[src/rtl/calc_sequencer_if.sv]
// calc_sequencer_if: keypad, ALU, register-file and display signals of calc_sequencer.
//
// Handshakes:
//   key   : a key transfers on a rising clock edge where key_valid and key_ready are
//           both high; key_valid/key_code hold stable until that edge.
//   alu   : alu_start is a one-cycle request; alu_a/alu_b/alu_sub stay stable until the
//           one-cycle alu_ready strobe, which qualifies alu_result and alu_overflow.
//   regs  : reg_we is a one-cycle write strobe; reg_rdata returns the word at reg_addr
//           one clock after the address is sampled.
//
// master = the sequencer, slave = the keypad/ALU/register-file environment.
interface calc_sequencer_if #(
    parameter int WIDTH = 8
);
    logic             key_valid;
    logic [3:0]       key_code;
    logic             key_ready;
    logic             alu_start;
    logic             alu_sub;
    logic [WIDTH-1:0] alu_a;
    logic [WIDTH-1:0] alu_b;
    logic             alu_ready;
    logic [WIDTH-1:0] alu_result;
    logic             alu_overflow;
    logic [3:0]       reg_addr;
    logic             reg_we;
    logic [WIDTH-1:0] reg_wdata;
    logic [WIDTH-1:0] reg_rdata;
    logic [WIDTH-1:0] x_out;
    logic [WIDTH-1:0] y_out;
    logic             error;
    logic [1:0]       state_dbg;

    modport master (
        input  key_valid, key_code, alu_ready, alu_result, alu_overflow, reg_rdata,
        output key_ready, alu_start, alu_sub, alu_a, alu_b, reg_addr, reg_we,
               reg_wdata, x_out, y_out, error, state_dbg
    );

    modport slave (
        output key_valid, key_code, alu_ready, alu_result, alu_overflow, reg_rdata,
        input  key_ready, alu_start, alu_sub, alu_a, alu_b, reg_addr, reg_we,
               reg_wdata, x_out, y_out, error, state_dbg
    );
endinterface

[src/rtl/calc_sequencer.sv]
// calc_sequencer: RPN keypad controller with a two-entry operand stack (X top, Y second).
// Sequences the add/subtract ALU and register-file store/load; all outputs registered.
// Optional macro CALC_SEQ_TIMEOUT_EN: abort an ALU operation to ERROR after ALU_TIMEOUT
// cycles without alu_ready (alu_ready on the timeout cycle still wins).
// WIDTH must be at least 4 (register addresses are taken from X[3:0]).
module calc_sequencer #(
    parameter int WIDTH       = 8,
    parameter int NREGS       = 10,
    parameter int ALU_TIMEOUT = 15
) (
    input  logic              clk,
    input  logic              reset,
    calc_sequencer_if.master  bus
);

    typedef enum logic [1:0] {
        IDLE     = 2'd0,
        ALU_WAIT = 2'd1,
        REG_READ = 2'd2,
        ERROR    = 2'd3
    } state_t;

    localparam logic [WIDTH+3:0] TEN     = (WIDTH + 4)'(10);
    localparam logic [WIDTH-1:0] NREGS_W = WIDTH'(NREGS);

    state_t           state_q, state_d;
    logic [WIDTH-1:0] x_q, x_d, y_q, y_d;
    logic [WIDTH-1:0] alu_a_q, alu_a_d, alu_b_q, alu_b_d;
    logic [WIDTH-1:0] wdata_q, wdata_d;
    logic [3:0]       addr_q, addr_d;
    logic             fresh_q, fresh_d;
    logic             start_q, start_d;
    logic             sub_q, sub_d;
    logic             we_q, we_d;
    logic             ready_q, ready_d;
    logic             err_q, err_d;

    logic             key_fire;
    logic [WIDTH+3:0] x_acc;
    logic             x_bad_addr;
    logic             alu_timeout;

    assign key_fire   = bus.key_valid & ready_q;
    // Digit entry needs four spare bits: (2^WIDTH-1)*10+9 < 2^(WIDTH+4).
    assign x_acc      = ({4'b0000, x_q} * TEN) + {{WIDTH{1'b0}}, bus.key_code};
    assign x_bad_addr = (x_q >= NREGS_W);

`ifdef CALC_SEQ_TIMEOUT_EN
    localparam int            TW       = $clog2(ALU_TIMEOUT + 1);
    localparam logic [TW-1:0] TMO_LAST = TW'(ALU_TIMEOUT - 1);

    logic [TW-1:0] tmo_q, tmo_d;

    // Cycle counter: zero on entry to ALU_WAIT, counts every cycle spent waiting.
    always_comb begin
        tmo_d = '0;
        if (state_q == ALU_WAIT) begin
            tmo_d = tmo_q + 1'b1;
        end
    end

    // Counter register.
    always_ff @(posedge clk) begin
        if (reset) begin
            tmo_q <= '0;
        end else begin
            tmo_q <= tmo_d;
        end
    end

    assign alu_timeout = (tmo_q == TMO_LAST);
`else
    assign alu_timeout = 1'b0;
`endif

    // Next-state and next-output logic for the whole sequencer.
    always_comb begin
        state_d = state_q;
        x_d     = x_q;
        y_d     = y_q;
        fresh_d = fresh_q;
        alu_a_d = alu_a_q;
        alu_b_d = alu_b_q;
        sub_d   = sub_q;
        wdata_d = wdata_q;
        start_d = 1'b0;
        we_d    = 1'b0;

        case (state_q)
            IDLE: begin
                if (key_fire) begin
                    case (bus.key_code)
                        4'hA, 4'hB: begin
                            alu_a_d = y_q;
                            alu_b_d = x_q;
                            sub_d   = (bus.key_code == 4'hB);
                            start_d = 1'b1;
                            state_d = ALU_WAIT;
                        end
                        4'hC: begin
                            if (x_bad_addr) begin
                                state_d = ERROR;
                            end else begin
                                we_d    = 1'b1;
                                wdata_d = y_q;
                                fresh_d = 1'b1;
                            end
                        end
                        4'hD: begin
                            if (x_bad_addr) begin
                                state_d = ERROR;
                            end else begin
                                state_d = REG_READ;
                            end
                        end
                        4'hE: begin
                            y_d     = x_q;
                            fresh_d = 1'b1;
                        end
                        4'hF: begin
                            x_d     = '0;
                            y_d     = '0;
                            fresh_d = 1'b1;
                        end
                        default: begin
                            if (fresh_q) begin
                                x_d     = WIDTH'(bus.key_code);
                                fresh_d = 1'b0;
                            end else if (x_acc[WIDTH+3:WIDTH] != 4'd0) begin
                                state_d = ERROR;
                            end else begin
                                x_d = x_acc[WIDTH-1:0];
                            end
                        end
                    endcase
                end
            end
            ALU_WAIT: begin
                if (bus.alu_ready) begin
                    if (bus.alu_overflow) begin
                        state_d = ERROR;
                    end else begin
                        x_d     = bus.alu_result;
                        y_d     = '0;
                        fresh_d = 1'b1;
                        state_d = IDLE;
                    end
                end else if (alu_timeout) begin
                    state_d = ERROR;
                end
            end
            REG_READ: begin
                x_d     = bus.reg_rdata;
                fresh_d = 1'b1;
                state_d = IDLE;
            end
            ERROR: begin
                if (key_fire && bus.key_code == 4'hF) begin
                    x_d     = '0;
                    y_d     = '0;
                    fresh_d = 1'b1;
                    state_d = IDLE;
                end
            end
            default: state_d = IDLE;
        endcase

        err_d   = (state_d == ERROR);
        ready_d = (state_d == IDLE) || (state_d == ERROR);
        // reg_addr shadows X so the register file has already sampled the load address
        // by the time REG_READ begins; this keeps REG_READ to a single cycle despite the
        // one-cycle read latency, and gives store the address X[3:0] as well.
        addr_d  = x_d[3:0];
    end

    // State and registered outputs.
    always_ff @(posedge clk) begin
        if (reset) begin
            state_q <= IDLE;
            x_q     <= '0;
            y_q     <= '0;
            fresh_q <= 1'b1;
            alu_a_q <= '0;
            alu_b_q <= '0;
            sub_q   <= 1'b0;
            wdata_q <= '0;
            addr_q  <= '0;
            start_q <= 1'b0;
            we_q    <= 1'b0;
            ready_q <= 1'b1;
            err_q   <= 1'b0;
        end else begin
            state_q <= state_d;
            x_q     <= x_d;
            y_q     <= y_d;
            fresh_q <= fresh_d;
            alu_a_q <= alu_a_d;
            alu_b_q <= alu_b_d;
            sub_q   <= sub_d;
            wdata_q <= wdata_d;
            addr_q  <= addr_d;
            start_q <= start_d;
            we_q    <= we_d;
            ready_q <= ready_d;
            err_q   <= err_d;
        end
    end

    assign bus.key_ready = ready_q;
    assign bus.alu_start = start_q;
    assign bus.alu_sub   = sub_q;
    assign bus.alu_a     = alu_a_q;
    assign bus.alu_b     = alu_b_q;
    assign bus.reg_addr  = addr_q;
    assign bus.reg_we    = we_q;
    assign bus.reg_wdata = wdata_q;
    assign bus.x_out     = x_q;
    assign bus.y_out     = y_q;
    assign bus.error     = err_q;
    assign bus.state_dbg = state_q;

endmodule

[src/flat_wrapper.sv]
// flat-port wrapper written by rule: the top's interface ports become plain ports
module calc_sequencer_flat 
#(
    parameter int WIDTH       = 8,
    parameter int NREGS       = 10,
    parameter int ALU_TIMEOUT = 15
)
  (clk, reset, bus_key_valid, bus_key_code, bus_alu_ready, bus_alu_result, bus_alu_overflow, bus_reg_rdata, bus_key_ready, bus_alu_start, bus_alu_sub, bus_alu_a, bus_alu_b, bus_reg_addr, bus_reg_we, bus_reg_wdata, bus_x_out, bus_y_out, bus_error, bus_state_dbg);
  calc_sequencer_if #(.WIDTH(WIDTH)) bus_i ();
  input  logic clk;
  input  logic reset;
  input wire logic [$bits(bus_i.key_valid)-1:0] bus_key_valid;
  input wire logic [$bits(bus_i.key_code)-1:0] bus_key_code;
  input wire logic [$bits(bus_i.alu_ready)-1:0] bus_alu_ready;
  input wire logic [$bits(bus_i.alu_result)-1:0] bus_alu_result;
  input wire logic [$bits(bus_i.alu_overflow)-1:0] bus_alu_overflow;
  input wire logic [$bits(bus_i.reg_rdata)-1:0] bus_reg_rdata;
  output wire logic [$bits(bus_i.key_ready)-1:0] bus_key_ready;
  output wire logic [$bits(bus_i.alu_start)-1:0] bus_alu_start;
  output wire logic [$bits(bus_i.alu_sub)-1:0] bus_alu_sub;
  output wire logic [$bits(bus_i.alu_a)-1:0] bus_alu_a;
  output wire logic [$bits(bus_i.alu_b)-1:0] bus_alu_b;
  output wire logic [$bits(bus_i.reg_addr)-1:0] bus_reg_addr;
  output wire logic [$bits(bus_i.reg_we)-1:0] bus_reg_we;
  output wire logic [$bits(bus_i.reg_wdata)-1:0] bus_reg_wdata;
  output wire logic [$bits(bus_i.x_out)-1:0] bus_x_out;
  output wire logic [$bits(bus_i.y_out)-1:0] bus_y_out;
  output wire logic [$bits(bus_i.error)-1:0] bus_error;
  output wire logic [$bits(bus_i.state_dbg)-1:0] bus_state_dbg;
  assign bus_i.key_valid = bus_key_valid;
  assign bus_i.key_code = bus_key_code;
  assign bus_i.alu_ready = bus_alu_ready;
  assign bus_i.alu_result = bus_alu_result;
  assign bus_i.alu_overflow = bus_alu_overflow;
  assign bus_i.reg_rdata = bus_reg_rdata;
  assign bus_key_ready = bus_i.key_ready;
  assign bus_alu_start = bus_i.alu_start;
  assign bus_alu_sub = bus_i.alu_sub;
  assign bus_alu_a = bus_i.alu_a;
  assign bus_alu_b = bus_i.alu_b;
  assign bus_reg_addr = bus_i.reg_addr;
  assign bus_reg_we = bus_i.reg_we;
  assign bus_reg_wdata = bus_i.reg_wdata;
  assign bus_x_out = bus_i.x_out;
  assign bus_y_out = bus_i.y_out;
  assign bus_error = bus_i.error;
  assign bus_state_dbg = bus_i.state_dbg;
  calc_sequencer #(.WIDTH(WIDTH), .NREGS(NREGS), .ALU_TIMEOUT(ALU_TIMEOUT)) u_core (.clk(clk), .reset(reset), .bus(bus_i));
endmodule
[config.mk]
export PLATFORM = sky130hd
export DESIGN_NAME = calc_sequencer_flat
export DESIGN_NICKNAME = d
export VERILOG_FILES = /design/src/rtl/calc_sequencer_if.sv /design/src/rtl/calc_sequencer.sv /design/src/flat_wrapper.sv
export SDC_FILE = /design/constraint.sdc
export NUM_CORES = 1
export LEC_CHECK = 0
export BUFFER_PORTS_ARGS = -buffer_cell sky130_fd_sc_hd__buf_2
export CORE_MARGIN = 1
export CORE_UTILIZATION = 45
export CTS_BUF_LIST = sky130_fd_sc_hd__clkbuf_8
export CTS_CLUSTER_DIAMETER = 150
export CTS_CLUSTER_SIZE = 20
export DETAILED_ROUTE_END_ITERATION = 16
export GPL_TIMING_DRIVEN = 0
export PLACE_DENSITY = 0.71
export SLEW_MARGIN = 40
export SYNTH_ARGS = -nofsm -noshare
export SYNTH_HDL_FRONTEND = slang
export SYNTH_SLANG_ARGS = --single-unit
[constraint.sdc]
create_clock -name clk -period 3.48 [get_ports clk]
set_input_delay 0 -clock clk [delete_from_list [all_inputs] [get_ports clk]]
set_output_delay 0 -clock clk [all_outputs]
set_load 0.1 [all_outputs]
======== Yosys cells after proc, flatten, opt, wreduce, memory -nomap -nowiden ========
Cells that the tools add are included.
operators by class
  $mul .................................... 1
  add/sub/neg operators ................... 1
  $lt $le $gt $ge ......................... 1
  reduce and logical (&&, ||, !) cells .... 17
  shift operators ......................... 0
  bitwise logic cells ..................... 5
  div/mod/pow operators ................... 0
  muxes and demuxes ....................... 32
  equal/unequal tests ..................... 19
operator list
  cell                                                   count
  two-way mux 8 bit                                      9
  one-hot mux 8 bit (2 select lines)                     2
  one-hot mux 8 bit (4 select lines)                     1
  == test 4 bit, second input constant                   6
  one-hot mux 8 bit (3 select lines)                     1
  AND reduction 6 bit                                    3
  one-hot mux 2 bit (4 select lines)                     2
  two-way mux 2 bit                                      7
  adder 12 x 4 -> 12 bit                                 1
  multiplier 8 x 3 -> 11 bit, second input constant      1
  >= comparator 8 x 4 -> 1 bit, second input constant    1
  two-way mux 1 bit                                      8
  inequality test 2 bit, second input constant           4
  == test 2 bit, second input constant                   3
  OR reduction 3 bit                                     2
  OR reduction 5 bit                                     1
  logical NOT 2 bit                                      2
  inequality test 2 x 1 -> 1 bit, second input constant  2
  inequality test 4 x 3 -> 1 bit, second input constant  1
  inverter 1 bit                                         4
  one-hot mux 1 bit (4 select lines)                     1
  AND reduction 4 bit                                    1
  nonzero test 4 bit                                     1
  OR reduction 2 bit                                     2
  10 further kinds                                       10
storage, ports and cells
  memories kept ........................... 0
  bits in writable memories ............... 0
  flip-flop bits (word level) ............. 48
  memory bits (read-only) ................. 0
  logic and storage cells ................. 89
  latch bits .............................. 0
  output and inout port bits .............. 51

======== Longest topological paths before layout ========
  word-level depth ........................ 10
  gate-level depth with buffers ........... 12

======== Worst setup path after synthesis ========
Ideal clock, no wire load.
  path kind ............................... reg2reg
  start ................................... register, netlist name u_core.bus.reg_addr[3]
  end ..................................... register u_core.ready_q (netlist: u_core.bus.key_ready)
  setup time .............................. 0.117 ns
  arrival ................................. 3.793 ns
  stages on the path, launching flop included .. 13
  data required time ...................... 3.363 ns
  setup slack ............................. -0.430 ns
  path through ............................ dfxtp_1 > ha_1 > ha_1 > fa_1 > a211o_1 > nand3_1 > nand3_1 > a2111oi_4 > a21oi_1 > o311ai_0 > nand2_1 > ha_1 > nand2b_1
RTL lines
  element               line                   RTL
  end signal, assigned  calc_sequencer.sv:204  ready_q <= ready_d;
  end, declared         calc_sequencer.sv:35   logic ready_q, ready_d;

==> run_results.csv <==
group,metric,value,unit
cells_and_area,final_cell_mix,"buf_2 (75), nand2_1 (54), a21oi_1 (46)",
sta,final.setup.tns,0,ns
worst_setup_path,worstReg2RegEnd,"u_core.bus.reg_addr[1]",
sta,period_share,96.1,%
cts,cts_sinks,48,
worst_setup_path,worstPathRequired,3.68,ns
cts,htreeDepth,2,
sta,rsz0062_at_grt,"no",
grt,grt_max_degree,16,
pwr,ir_drop,215,uV
worst_setup_path,r2r_cells,12,
drt,vias,2642,
sta,min_period,3.34,ns
grt,globalRouteMet3Util,3.10,%
logic_synthesis,synthDistinctLibCells,49,
drt,routed_wl,6.96,mm
cts,path_clk_slew,0.08,ns
worst_setup_path,r2r_setup_slack,0.14,ns
sta,maxSlewViolCount,0,
grt,antenna_found_initial,0,
sta,slew_headroom,56.1,%
logic_synthesis,async_reset_ff_share,0,%
min_path,hold_depth,3,
drt,ant_nets,0,
grt,busiest_layer,"met2",
logic_synthesis,synth_area,2660,um2
logic_synthesis,ys_seq_elements,48,
pwr,p_int,0.859,mW
grt,overflow,0,
sta,hold_viol,0,
job,drv_cap,0,
logic_synthesis,synth_edf_count,0,
floorplanning,dieWidth,78.8,um
pwr,p_seq_share,43.5,%
cells_and_area,multi_input_area,1600,um2
logic_synthesis,syn_nets,370,
placement,hpwlAfterDp,5.18,mm
cts,cts_made_buffers,5,
worst_setup_path,reg2reg_from,"u_core.bus.reg_addr[1]",
cts,cts_tree,"yes",
sta,fmax,0.299,GHz
cells_and_area,nets,453,
logic_synthesis,ys.flop_type,"dfxtp_1",
logic_synthesis,syn_avg_cell_area,8.12,um2
worst_setup_path,critPathCaptureType,"flip-flop",
min_path,min_from,"bus_alu_result[0]",
placement,portBuffers,74,
logic_synthesis,synth_seq_area_share,36.2,%
worst_setup_path,worst_ep_arrival_time,3.54,ns
cts,cts_root_buf,"clkbuf_8",
pwr,power_switching,0.517,mW
cells_and_area,drive_gt1_share,26.8,%
worst_setup_path,worst_setup_path_start_kind,"flip-flop",
grt,grt_pass1_vias,2406,
floorplanning,die_h,78.8,um
pwr,p_clk_share,24.5,%
grt,grt_pass1_wl,11.6,mm
grt,met2_usage,37.6,%
floorplanning,io_pins,76,
drt,drtPass1Iterations,4,
placement,placed_cells,473,
cells_and_area,final_common_cell,"buf_2",
cts,clockBufferDepth,2,
pwr,power_frac_comb,31.9,%
pwr,p_leak,1.50,nW
floorplanning,start_util,47.4,%
floorplanning,core_area,5610,um2
cts,clk_latency,0.30,ns
drt,drtIter0Drc,155,
status,status,"complete, no violations",
worst_setup_path,crit_fanout,10,
min_path,min_to,"u_core.bus.reg_addr[0]",
drt,drc_errors,0,
pwr,pwr_density_cell,421,nW/um2
min_path,hold_path.class,"in2reg",
floorplanning,design.die.area,6210,um2
grt,grt_usage,23.6,%
logic_synthesis,yosys_warnings,0,
cells_and_area,fin_cells,483,
drt,wl_per_cell,14.4,um
cells_and_area,nFillCells,533,
logic_synthesis,synthCells,327,
sta,final.setup_skew,0.0115,ns
grt,met1_usage,33.5,%
worst_setup_path,path_class,"reg2reg",
drt,viasPerCell,5.47,
cells_and_area,antenna_cells_inserted,0,
pwr,p_sw_share,37.5,%
sta,finalSetupViolCount,0,
floorplanning,row_count,27,
sta,tightest_slew,0.659,ns
cells_and_area,seq_area,976,um2
placement,gp_congestion,0.866,
cells_and_area,syn2layout_area_growth,23.1,%
-- timing repair --
action	in CTS	in global routing
setup endpoints to repair	0	2
endpoints found under the hold margin	1	0
buffers inserted	0	1
resized for setup	0	5
hold buffers	1	0
-- area by class of cell --
cell class              count  area share, %
repair buffers             76           11.9
clock buffers               6           2.52
plain buffers              22           3.25
flip-flops and latches     48           29.8
well taps                  72           2.75
multi-input cells         252           48.8
clock inverters             2          0.383
inverters                   5          0.574
-- critical path, cell delays in order (launching register included) --
cell and delay [ns]:
dfxtp_4 0.39, ha_1 0.30, ha_1 0.24, fa_2 0.37, a211o_1 0.33, nand3_2 0.11, nand3_1 0.13, a2111oi_4 0.44
buf_4 0.18, a21boi_2 0.06, buf_6 0.14, or4_1 0.46, o31ai_1 0.08
-- worst max-delay path by stage --
stage | end | depth (start not counted) | start
2_1_floorplan | u_core.bus.key_ready | 11 | u_core.bus.reg_addr[2]
3_3_place_gp | u_core.bus.error | 12 | u_core.bus.reg_addr[1]
3_5_place_dp | u_core.bus.key_ready | 12 | u_core.bus.reg_addr[1]
4_1_cts | u_core.bus.key_ready | 12 | u_core.bus.reg_addr[1]
5_1_grt | u_core.bus.reg_addr[1] | 12 | u_core.bus.reg_addr[3]
6_report | u_core.bus.reg_addr[1] | 12 | u_core.bus.reg_addr[1]
-- state kept, by name (all words and copies together), names as in the netlist, 2 cells and up --
signal	count
u_core.bus.x_out	4
u_core.bus.y_out	8
u_core.bus.state_dbg	2
u_core.bus.alu_b	8
u_core.bus.alu_a	8
u_core.bus.reg_addr	4
u_core.bus.reg_wdata	8
-- metrics by stage --
stage                     hold WS (ns)  utilization [%]  power [mW]  worst slack [ns]  cell area [um2]
after floorplan                  0.136                -       0.947            0.0944             2670
after global placement           0.307             55.8        1.04           0.00309             3130
after detailed placement         0.314             55.9        1.04           0.00765             3140
after CTS                       0.0436             57.8        1.37           0.00383             3240
after global routing            0.0777             58.3        1.45            0.0235             3270
final                           0.0540             58.3        1.38             0.135             3270
-- cell families (layout without fill, tap and decap cells) --
group                      Yosys count  in the layout  share of synthesized area [%]
muxes                               11             11                           4.15
xor gates and xnor gates             6              6                           1.98
adders and majority gates           18             18                           9.04
AOI/OAI and AO/OA                   83             83                           19.4
buffers and inverters               27            111                           4.71
DFF                                 48             48                           36.2
and+or+nand+nor                    134            134                           24.6
-- Yosys cell counts, drive strengths merged (3+ instances only) --
cell type | instances | share of area [%]
nor2 | 20 | 3.1
or2 | 4 | 0.94
dfxtp | 48 | 36
nor2b | 9 | 2.1
or4 | 6 | 1.7
or3 | 6 | 1.4
mux2i | 11 | 4.1
o21a | 3 | 0.85
nand2 | 55 | 7.9
o21ai | 13 | 2.4
nor3 | 5 | 0.94
inv | 5 | 0.71
nand3 | 15 | 2.8
clkbuf | 16 | 2.3
buf | 6 | 1.7
xnor2 | 6 | 2.0
a21o | 3 | 0.89
a21oi | 46 | 8.7
nand2b | 6 | 1.4
ha | 16 | 7.5
-- metal layers --
layer,wire length (um),vias up
li1,-,1318
met3,350,9
met2,3190,85
met1,3350,1230
met4,68,0
met5,0,-
-- power by group through the flow --
stage	clock network [mW]	logic, mW	registers [mW]
floorplan	0	0.245	0.702
global placement	0	0.425	0.610
detailed placement	0	0.429	0.611
CTS	0.345	0.431	0.598
global route	0.371	0.473	0.601
finish	0.338	0.439	0.599
Note: power is estimated with default switching activity, not from simulation.
